## config.mk

```make
export PLATFORM = sky130hd
export DESIGN_NAME = mem_wb
export DESIGN_NICKNAME = d
export VERILOG_FILES = /design/src/rtl/cpu_pkg.sv /design/src/rtl/pipe_reg.sv /design/src/rtl/mem_wb.sv
export SDC_FILE = /design/constraint.sdc
export NUM_CORES = 1
export LEC_CHECK = 0
export CAP_MARGIN = 20
export CORE_ASPECT_RATIO = 1.25
export CORE_UTILIZATION = 35
export CTS_CLUSTER_DIAMETER = 30
export DETAILED_ROUTE_END_ITERATION = 10
export PLACE_DENSITY = 0.87
export REMOVE_ABC_BUFFERS = 1
export SYNTH_ARGS = -nofsm -noshare
export SYNTH_HDL_FRONTEND = slang
export SYNTH_SLANG_ARGS = --single-unit
```

## constraint.sdc

```tcl
create_clock -name clk -period 0.9 [get_ports clk]
set_clock_uncertainty 0.05 [all_clocks]
set_input_delay 0.18 -clock clk [delete_from_list [all_inputs] [get_ports clk]]
set_output_delay 0.18 -clock clk [all_outputs]
set_load 0.02 [all_outputs]
```

## src/rtl/cpu_pkg.sv

```systemverilog
// Shared CPU pipeline types: datapath widths and the write-back control bundle
// carried by the ID/EX, EX/MEM and MEM/WB registers.
package cpu_pkg;

  localparam int DATA_W = 32;
  localparam int REG_W  = 5;

  typedef struct packed {
    logic RegWrite;
    logic MemtoReg;
  } wb_ctrl_t;

endpackage

```

## src/rtl/pipe_reg.sv

```systemverilog
// Generic pipeline register, 1-cycle latency, synchronous active-high clear to 0.
// Loads every cycle; no stall, no backpressure.
module pipe_reg #(
  parameter int WIDTH = 1
) (
  input  logic             clk,
  input  logic             rst,
  input  logic [WIDTH-1:0] d,
  output logic [WIDTH-1:0] q
);

  logic [WIDTH-1:0] q_q;
  logic [WIDTH-1:0] q_d;

  always_comb begin
    q_d = d;
    if (rst) q_d = '0;
  end

  always_ff @(posedge clk) begin
    q_q <= q_d;
  end

  assign q = q_q;

endmodule

```

## src/rtl/mem_wb.sv

```systemverilog
// MEM/WB pipeline register: 1-cycle latency, loads every edge, no backpressure.
// MEM_WB_WBMUX_EN adds the write-back source mux as output wb_data.
module mem_wb #(
  parameter int DATA_W = cpu_pkg::DATA_W,
  parameter int REG_W  = cpu_pkg::REG_W
) (
  input  logic              RegWrite_in,
  input  logic              MemtoReg_in,
  input  logic [DATA_W-1:0] D_MEM_read_data_in,
  input  logic [DATA_W-1:0] D_MEM_read_addr_in,
  input  logic [REG_W-1:0]  EX_MEM_RegisterRd_in,
  input  logic              clk,
  input  logic              rst,
  output logic [DATA_W-1:0] D_MEM_read_data_out,
  output logic [DATA_W-1:0] D_MEM_read_addr_out,
  output logic [REG_W-1:0]  MEM_WB_RegisterRd_out,
  output logic              RegWrite_out,
  output logic              MemtoReg_out
`ifdef MEM_WB_WBMUX_EN
  ,
  output logic [DATA_W-1:0] wb_data
`endif
);

  import cpu_pkg::*;

  localparam int BUS_W = 2 * DATA_W + REG_W + $bits(wb_ctrl_t);

  wb_ctrl_t         ctrl_in;
  wb_ctrl_t         ctrl_out;
  logic [BUS_W-1:0] bus_in;
  logic [BUS_W-1:0] bus_out;

  assign ctrl_in.RegWrite = RegWrite_in;
  assign ctrl_in.MemtoReg = MemtoReg_in;

  assign bus_in = {ctrl_in, EX_MEM_RegisterRd_in, D_MEM_read_addr_in, D_MEM_read_data_in};

  // Single register over the whole bundle keeps all fields aligned to the same edge.
  pipe_reg #(
    .WIDTH(BUS_W)
  ) u_bus_reg (
    .clk(clk),
    .rst(rst),
    .d  (bus_in),
    .q  (bus_out)
  );

  assign {ctrl_out, MEM_WB_RegisterRd_out, D_MEM_read_addr_out, D_MEM_read_data_out} = bus_out;
  assign RegWrite_out = ctrl_out.RegWrite;
  assign MemtoReg_out = ctrl_out.MemtoReg;

`ifdef MEM_WB_WBMUX_EN
  assign wb_data = MemtoReg_out ? D_MEM_read_data_out : D_MEM_read_addr_out;
`endif

endmodule

```

==> results.md <==
* Status: finished, violations left
* Failing checks: setup timing
* Post-synth top area share at 74.8%
* Crit path cell chain: buf_6
* Post-CTS Hold Buffers at 0
* Cell Count, Final, Fillers Out at 365
* Ratio of cells with drive above 1 in the final layout at 52.8%
* DRT iter0 DRCs at 46
* Ranking of synthesized cells by area: dfxtp_1 (75%), nor2b_1 (23%), buf_2 (1.8%)
* Clock Sink Count at 71
* Seq/Total Area, Yosys at 74.8%
* Post-route antenna net violation count at 0
* Placed Cells at 349
* Min-Delay Path Class: input port to register
* RSZ-0062 raised after global routing: true
* WP data required at 0.67 ns
* Mapped Cells at 149
* Crit path buf inv count at 1
* Startpoint types: register
* Core area at 0.00515 sq mm
* Clock root buffer: clkbuf_8
* Rel. slew slack at 86.9%
* #FFs+latches synth at 71
* GRT busiest layer: met2
* Vias per cell at 4.19
* Final worst slack at -0.118 ns
* Min Tclk post-route at 1.02 ns
* Largest delay share family, worst path: flip-flops
* Worst-margin pin slew at 0.196 ns
* PortBufs at 143
* Wire length per cell at 14.0 um
* Slowest CP cell: dfxtp_2
* Ant. Diodes at 0
* Longest Clk Path Bufs at 2
* # rows at 29
* Post-synthesis average cell area at 12.8 sq um
* Place WS at -0.245 ns
* DRT Pass-1 Iters at 2
* Final nets at 371
* Pwr dens at 1900 mW/mm^2
* Worst-path maximum fanout at 1
* Largest net degree at the start of global routing at 48
* Final Hold Fails at 0
* Number of distinct library cells after synthesis at 3
* Max-Cap Viols at 0
* Leakage at 1.61 nW
* Syn-to-layout area delta at 100%
* Gpl congestion at 0.697
* CP endpoint: D_MEM_read_data_out[22]
* Slowest Stage Delay on Critical Path at 0.34 ns
* Largest register FFs at 71
* Final setup fails at 71
* CTS Buf Count at 9
* GRT Overall Usage at 19.3%
* Drt drc at 0
* Total gr overflow at 0
* Synth top cells by count: dfxtp_1 (71), nor2b_1 (71), buf_2 (7)
* Top FF cell, synth: dfxtp_1
* Worst Setup SP: u_bus_reg.q[22]
* Critical path type: register to output port
* GR Layer Usage met2 at 35.3%
* Post-DP HPWL at 3.66 mm
* Fin crit share at 113%
* Met1 Track Usage GR at 16.9%
* Yosys warning count at 0
* Via count at 1528
* Die Ht at 84.4 um
* First-pass GRT wire length at 7.85 mm
* Stages on worst setup path at 1
* IO Count at 144
* Final Max Tran Viols at 0
* H-tree depth at 3
* Chip width at 67.9 um
* Post-synth EDFFs at 0
* Initial Utilization at 36.9%
* Met3 Usage GRT at 6.52%
* Register clock-pin slew on the reported worst setup and hold paths at 0.07 ns
* Critical Path Sink Type: output port
* VDD IR max at 1.67 mV
* Final WL at 5.10 mm
* Synth area leader: dfxtp_1
* Die Area at 0.00573 sq mm
* Mapped cell area at 0.00190 sq mm
* Post-place instance area at 0.00341 sq mm
* WP data arrival at 0.79 ns
* Max frequency at 0.983 GHz
* CTS tree: yes
* Antenna violations before repair at 0
* Vias in the first global route at 1701
* Async SR Flop Fraction at 0%
* Fin area at 0.00381 sq mm
## cells in the final DEF (no fill, tap or decap), types with 2 or more instances in the layout
master and n:
clkbuf_8 10, buf_12 2, clkdlybuf4s50_1 71, dfxtp_2 71
buf_6 71, bufinv_16 2, nor2b_1 71
## kinds of logic after synthesis
kind of cell           synth area share (%)
and+or+nand+nor                        23.4
DFF                                    74.8
buffers and inverters                  1.84
## per-layer routing
metal | up-vias | wire length [um]
li1 | 742 | -
met1 | 680 | 1560
met2 | 89 | 2870
met3 | 17 | 469
met4 | 0 | 193
met5 | - | 0
## where the power goes
part / internal (mW) / switching [mW]
logic: 0.666 / 0.397
registers: 3.34 / 0.0811
clock network: 1.64 / 1.12
total: 5.65 / 1.60
## cell type report
cell class / instances / area, sq um
sequential: 71 / 1510
clock inverter: 5 / 81.3
timing repair buffer: 145 / 1560
tap: 62 / 77.6
clock buffer: 11 / 141
multi-input combinational: 71 / 444
fill: 361 / 1340
## per-stage QoR
step	power (mW)	hold slack (ns)	setup TNS [ns]	util [%]
floorplan	3.75	0.202	0	-
global placement	4.44	0.540	-15.10	66.2
detailed placement	4.46	0.550	-15.72	66.2
CTS	7.32	0.189	-8.01	73.9
global route	7.56	0.224	-9.12	73.9
finish	7.25	0.189	-7.07	73.9
## repair_timing
action                     CTS  global route
setup buffers                0             0
pin swaps                    0             0
setup endpoints to repair   71            71
cloned                       0             0
resized for setup          496             1
## worst min path at each step
stage | slack [ns] | endpoint | depth (start not counted) | start
after floorplan | 0.20 | u_bus_reg.q[0] | 1 | rst
after global placement | 0.54 | u_bus_reg.q[11] | 3 | rst
after detailed placement | 0.55 | u_bus_reg.q[55] | 3 | rst
after CTS | 0.19 | u_bus_reg.q[1] | 3 | rst
after global routing | 0.22 | u_bus_reg.q[23] | 3 | rst
final | 0.19 | u_bus_reg.q[1] | 3 | rst
No activity file was read; power rests on OpenSTA's default activity.
==> patch 1, RTL diff (same flow settings) <==
Build with the macro `MEM_WB_WBMUX_EN` defined.
--- a/src/rtl/mem_wb.sv
+++ b/src/rtl/mem_wb.sv
@@ -2,2 +2,4 @@
 // MEM_WB_WBMUX_EN adds the write-back source mux as output wb_data.
+`define MEM_WB_WBMUX_EN
+
 module mem_wb #(
Formal check against the unedited RTL (old outputs only; new: wb_data): equivalent (Yosys induction, for registers that start in step).
==> patch 1 against the unedited design <==
The flow still finishes with violations (setup timing); setup slack worse by 610 ps; die area up 28%; wire length up 38%; sequential share of layout area down 9.3 points; power up 6.5%; final area up 31%; synthesized area up 29%; first-iteration DRC count down 39%; worst hold slack better by 42 ps; clock power down 13%; sequential cell count unchanged; largest cell class unchanged; largest power group unchanged; highest routed layer unchanged.
==> patch 1: results (changes against the unedited design) <==
Global routing
  – Met3 global-route usage: 5.93% (was 6.52%)
  – First-pass GRT wire length: 10.6 mm (was 7.85 mm)
  – Number of global-route vias before repair: 2,169 (was 1,701)
  – Largest net degree at the start of global routing: 37 (was 48)
  – Met2 Resource Use GR: 36.7% (was 35.3%)
  – GRT Util Overall: 19.3% (about the same)
  – M1 GR Usage: 18.2% (was 16.9%)

Place
  – Pre-CTS setup slack: -770 ps (was -245 ps)
  – Inst Count DP: 454 (was 349)
  – HPWL Detailed: 5.08 mm (was 3.66 mm)
  – RePlAce Congestion: 0.736 (was 0.697)
  – Input/output buffers: 175 (was 143)

Yosys
  – Post-synthesis sequential area ratio: 58.1% (was 74.8%)
  – Top post-synthesis cells by area: dfxtp_1 58%, mux2_4 18%, nor2b_1 18% (was dfxtp_1 75%, nor2b_1 23%, buf_2 1.8%)
  – Synth async-reset ratio: 0% (unchanged)
  – Mapped Cells: 185 (was 149)
  – Distinct cells, synth: 7 (was 3)
  – Synth cell count leaders: 71 x dfxtp_1, 71 x nor2b_1, 30 x mux2_4 (was 71 x dfxtp_1, 71 x nor2b_1, 7 x buf_2)

Outcome
  – Failing checks: setup timing (unchanged)
  – Status: complete, but fails checks (unchanged)

Cells and area
  – Ant. Diodes: 0 (unchanged)
  – Number of fill cells in the layout: 457 (was 361)
  – Share of layout cells above drive strength 1: 63.5% (was 52.8%)

Route
  – Initial DRC count: 28 (was 46)
  – DRT Pass-1 Iters: 4 (was 2)
  – Drt wl/cell: 14.8 microns (was 14.0 microns)
  – Routed wl met2: 3.98 mm (was 2.87 mm)
  – Routed vias: 2,058 (was 1,528)
  – Vias per Instance: 4.32 (was 4.19)
  – Max Used Layer: met4 (unchanged)
  – DR WL met3: 495 microns (was 469 microns)

Worst setup path
  – Crit Path Max Fanout: 5 (was 1)
  – Critical path launch point: u_bus_reg.q[69]$_SDFF_PP0_ (was u_bus_reg.q[22]$_SDFF_PP0_)
  – Critical path arrival: 1400 ps (was 790 ps)

STA
  – Worst slew margin: 89.8% (was 86.9%)
  – PnR worst setup slack: -726 ps (was -118 ps)
  – Final setup violation count: 103 (was 71)

Power
  – VDD IR-drop max: 1.15 mV (was 1.67 mV)
  – Leakage power: 0.00219 uW (was 0.00161 uW)

CTS
  – Hold-fix buffers, CTS: 0 (unchanged)
patch 1: cell types whose count changed in the layout (fill, tap and decap cells not counted), sizes merged:
cell    delta
mux2      +32
clkbuf     -1
buf       +56
bufinv     -1
patch 1: repair_timing:
item | in CTS | in global routing
pin swaps | 0 | 0
buffers inserted | 7 | 5
cloned | 3 | 0
setup endpoints to repair | 103 | 103
resized for setup | 713 | 4
patch 1: final cells by class:
class	instances	share of cell area, %
tap	87	2.19
multi-input combinational	103	18.6
timing repair buffer	201	45.2
clock buffer	10	2.76
clock inverter	4	0.955
sequential	71	30.4
patch 1: report_power, final:
group	internal, uW	switching (uW)	leakage, uW
clock	1320	1090	0.0000940
combinational	1140	697	0.00149
sequential	3350	123	0.000611
patch 1: cell families (layout without fill, tap and decap cells):
kind of cell / Yosys count / after routing / share of synthesized area (%)
flip-flops: 71 / 71 / 58.1
AND/OR/NAND/NOR: 71 / 71 / 18.2
multiplexers: 32 / 32 / 19.3
buffers and inverters: 11 / 215 / 4.35
patch 1: per-stage QoR:
stage | hold slack, ps | cell area (sq um) | power (uW) | TNS, ps
detailed placement | 584 | 4370 | 5120 | -42800
global placement | 582 | 4370 | 5090 | -41760
finish | 231 | 4980 | 7720 | -31770
floorplan | 202 | 2340 | 4130 | -39710
global route | 242 | 4980 | 8030 | -35860
CTS | 220 | 4990 | 7780 | -34280
patch 1: final timing paths:
kind                                     end  slack (ps)  cells past startpoint
setup / recovery                 wb_data[10]        -730                      4
hold / removal    u_bus_reg.q[17]$_SDFF_PP0_         230                      3
patch 1: worst max-delay path, stage by stage, from the launching register on:
cell and delay [ps]:
dfxtp_4 380, buf_6 130, buf_16 130, mux2_4 300, buf_6 130
==> patch 2, RTL diff (config.mk and constraints unchanged) <==
Made on the original files. Register the inputs `RegWrite_in`, `MemtoReg_in`, `D_MEM_read_data_in`, `D_MEM_read_addr_in` and `EX_MEM_RegisterRd_in` before use, without a reset. The logic sees them one clock later.
--- a/src/rtl/mem_wb.sv
+++ b/src/rtl/mem_wb.sv
@@ -28,2 +28,16 @@
 
+  logic RegWrite_q;
+  logic MemtoReg_q;
+  logic [DATA_W-1:0] D_MEM_read_data_q;
+  logic [DATA_W-1:0] D_MEM_read_addr_q;
+  logic [REG_W-1:0] EX_MEM_RegisterRd_q;
+
+  always_ff @(posedge clk) begin
+      RegWrite_q          <= RegWrite_in;
+      MemtoReg_q          <= MemtoReg_in;
+      D_MEM_read_data_q   <= D_MEM_read_data_in;
+      D_MEM_read_addr_q   <= D_MEM_read_addr_in;
+      EX_MEM_RegisterRd_q <= EX_MEM_RegisterRd_in;
+  end
+
   wb_ctrl_t         ctrl_in;
@@ -33,6 +47,6 @@
 
-  assign ctrl_in.RegWrite = RegWrite_in;
-  assign ctrl_in.MemtoReg = MemtoReg_in;
+  assign ctrl_in.RegWrite = RegWrite_q;
+  assign ctrl_in.MemtoReg = MemtoReg_q;
 
-  assign bus_in = {ctrl_in, EX_MEM_RegisterRd_in, D_MEM_read_addr_in, D_MEM_read_data_in};
+  assign bus_in = {ctrl_in, EX_MEM_RegisterRd_q, D_MEM_read_addr_q, D_MEM_read_data_q};
 
Formal check against the unedited RTL: not equivalent (Yosys sat finds a counterexample within 4 cycles, from zero or initial values and one cycle with rst high).
==> patch 2 against the unedited design <==
Synthesized cell count increased by 48%; wire length grew 36%; synthesized area increased by 75%; largest cell class is now flip-flops and latches; power rose by 100%; final area up 49%; cell count grew 40%; die area increased by 73%; sequential cell count up 71; setup slack got worse by 63 ps; the run still ends with setup timing left.
==> patch 2: results (changes against the unedited design) <==
Outcome
  – Status: complete, but fails checks (unchanged)
  – Failing checks: setup timing (unchanged)

CTS
  – # H-tree levels: 4 (was 3)
  – CTS Buf Count: 17 (was 9)
  – Register clock-pin slew on the reported worst setup and hold paths: 50 ps (was 70 ps)

Power
  – Leakage power: 0.00240 uW (was 0.00161 uW)
  – VDD IR-drop max: 1.36 mV (was 1.67 mV)

Route
  – Drt wl/cell: 13.6 microns (was 14.0 microns)
  – Vias per Instance: 3.89 (was 4.19)
  – DRT Pass-1 Iters: 3 (was 2)
  – Initial DRC count: 38 (was 46)
  – Routed wl met2: 3.89 mm (was 2.87 mm)
  – Routed vias: 1,993 (was 1,528)
  – DR WL met3: 595 microns (was 469 microns)
  – Met1 WL: 2.33 mm (was 1.56 mm)

Global routing
  – First-pass GRT wire length: 10.4 mm (was 7.85 mm)
  – Met3 global-route usage: 7.82% (was 6.52%)
  – Number of global-route vias before repair: 2,150 (was 1,701)
  – Largest net degree at the start of global routing: 40 (was 48)
  – GRT Util Overall: 15.0% (was 19.3%)

Yosys
  – Mean Syn Cell Area: 15.1 sq um (was 12.8 sq um)
  – Synth cell count leaders: 142 x dfxtp_1, 71 x nor2b_1, 7 x buf_2 (was 71 x dfxtp_1, 71 x nor2b_1, 7 x buf_2)
  – Post-synthesis sequential area ratio: 85.6% (was 74.8%)

Cells and area
  – Share of layout cells above drive strength 1: 44.7% (was 52.8%)

Hold path
  – Worst Hold End: u_bus_reg.q[45]$_SDFF_PP0_ (was u_bus_reg.q[1]$_SDFF_PP0_)

Worst setup path
  – Critical path arrival: 850 ps (was 790 ps)
  – Critical Path Sink: D_MEM_read_addr_out[24] (was D_MEM_read_data_out[22])
  – Critical path launch point: u_bus_reg.q[56]$_SDFF_PP0_ (was u_bus_reg.q[22]$_SDFF_PP0_)

STA
  – Final setup violation count: 71 (unchanged)
  – Slew @ Worst Pin: 183 ps (was 196 ps)
  – WHS: 154 ps (was 189 ps)
  – PnR worst setup slack: -181 ps (was -118 ps)

Place
  – RePlAce Congestion: 0.670 (was 0.697)
  – Pre-CTS setup slack: -272 ps (was -245 ps)
  – Inst Count DP: 481 (was 349)
  – HPWL Detailed: 4.84 mm (was 3.66 mm)
  – Placed inst area: 4910 sq um (was 3410 sq um)
[patch 2: changes by cell type after synthesis]
cell and change:
dfxtp_1 +71
[patch 2: power by group]
group | internal (uW) | switching [uW] | leakage [uW]
Combinational | 669 | 409 | 0.000889
Clock | 4490 | 2350 | 0.000299
Sequential | 6670 | 116 | 0.00121
Total | 11800 | 2870 | 0.00240
[patch 2: logic make-up (layout without fill, tap and decap cells)]
logic type | count (synthesis) | count (layout)
flops | 142 | 142
simple gates | 71 | 71
buf+inv | 7 | 176
[patch 2: area by class of cell]
cell class | instances | area (sq um)
multi-input cells | 71 | 444
well taps | 123 | 154
clock inverters | 6 | 80.1
flip-flops and latches | 142 | 2930
fillers | 722 | 3490
clock buffers | 25 | 515
repair buffers | 145 | 1560
[patch 2: what timing repair did]
action / in CTS / in global routing
buffers inserted: 0 / 0
pin swaps: 0 / 0
hold buffers: 0 / 0
gates resized for setup: 497 / 0
gates cloned: 0 / 0
setup endpoints to repair: 71 / 71
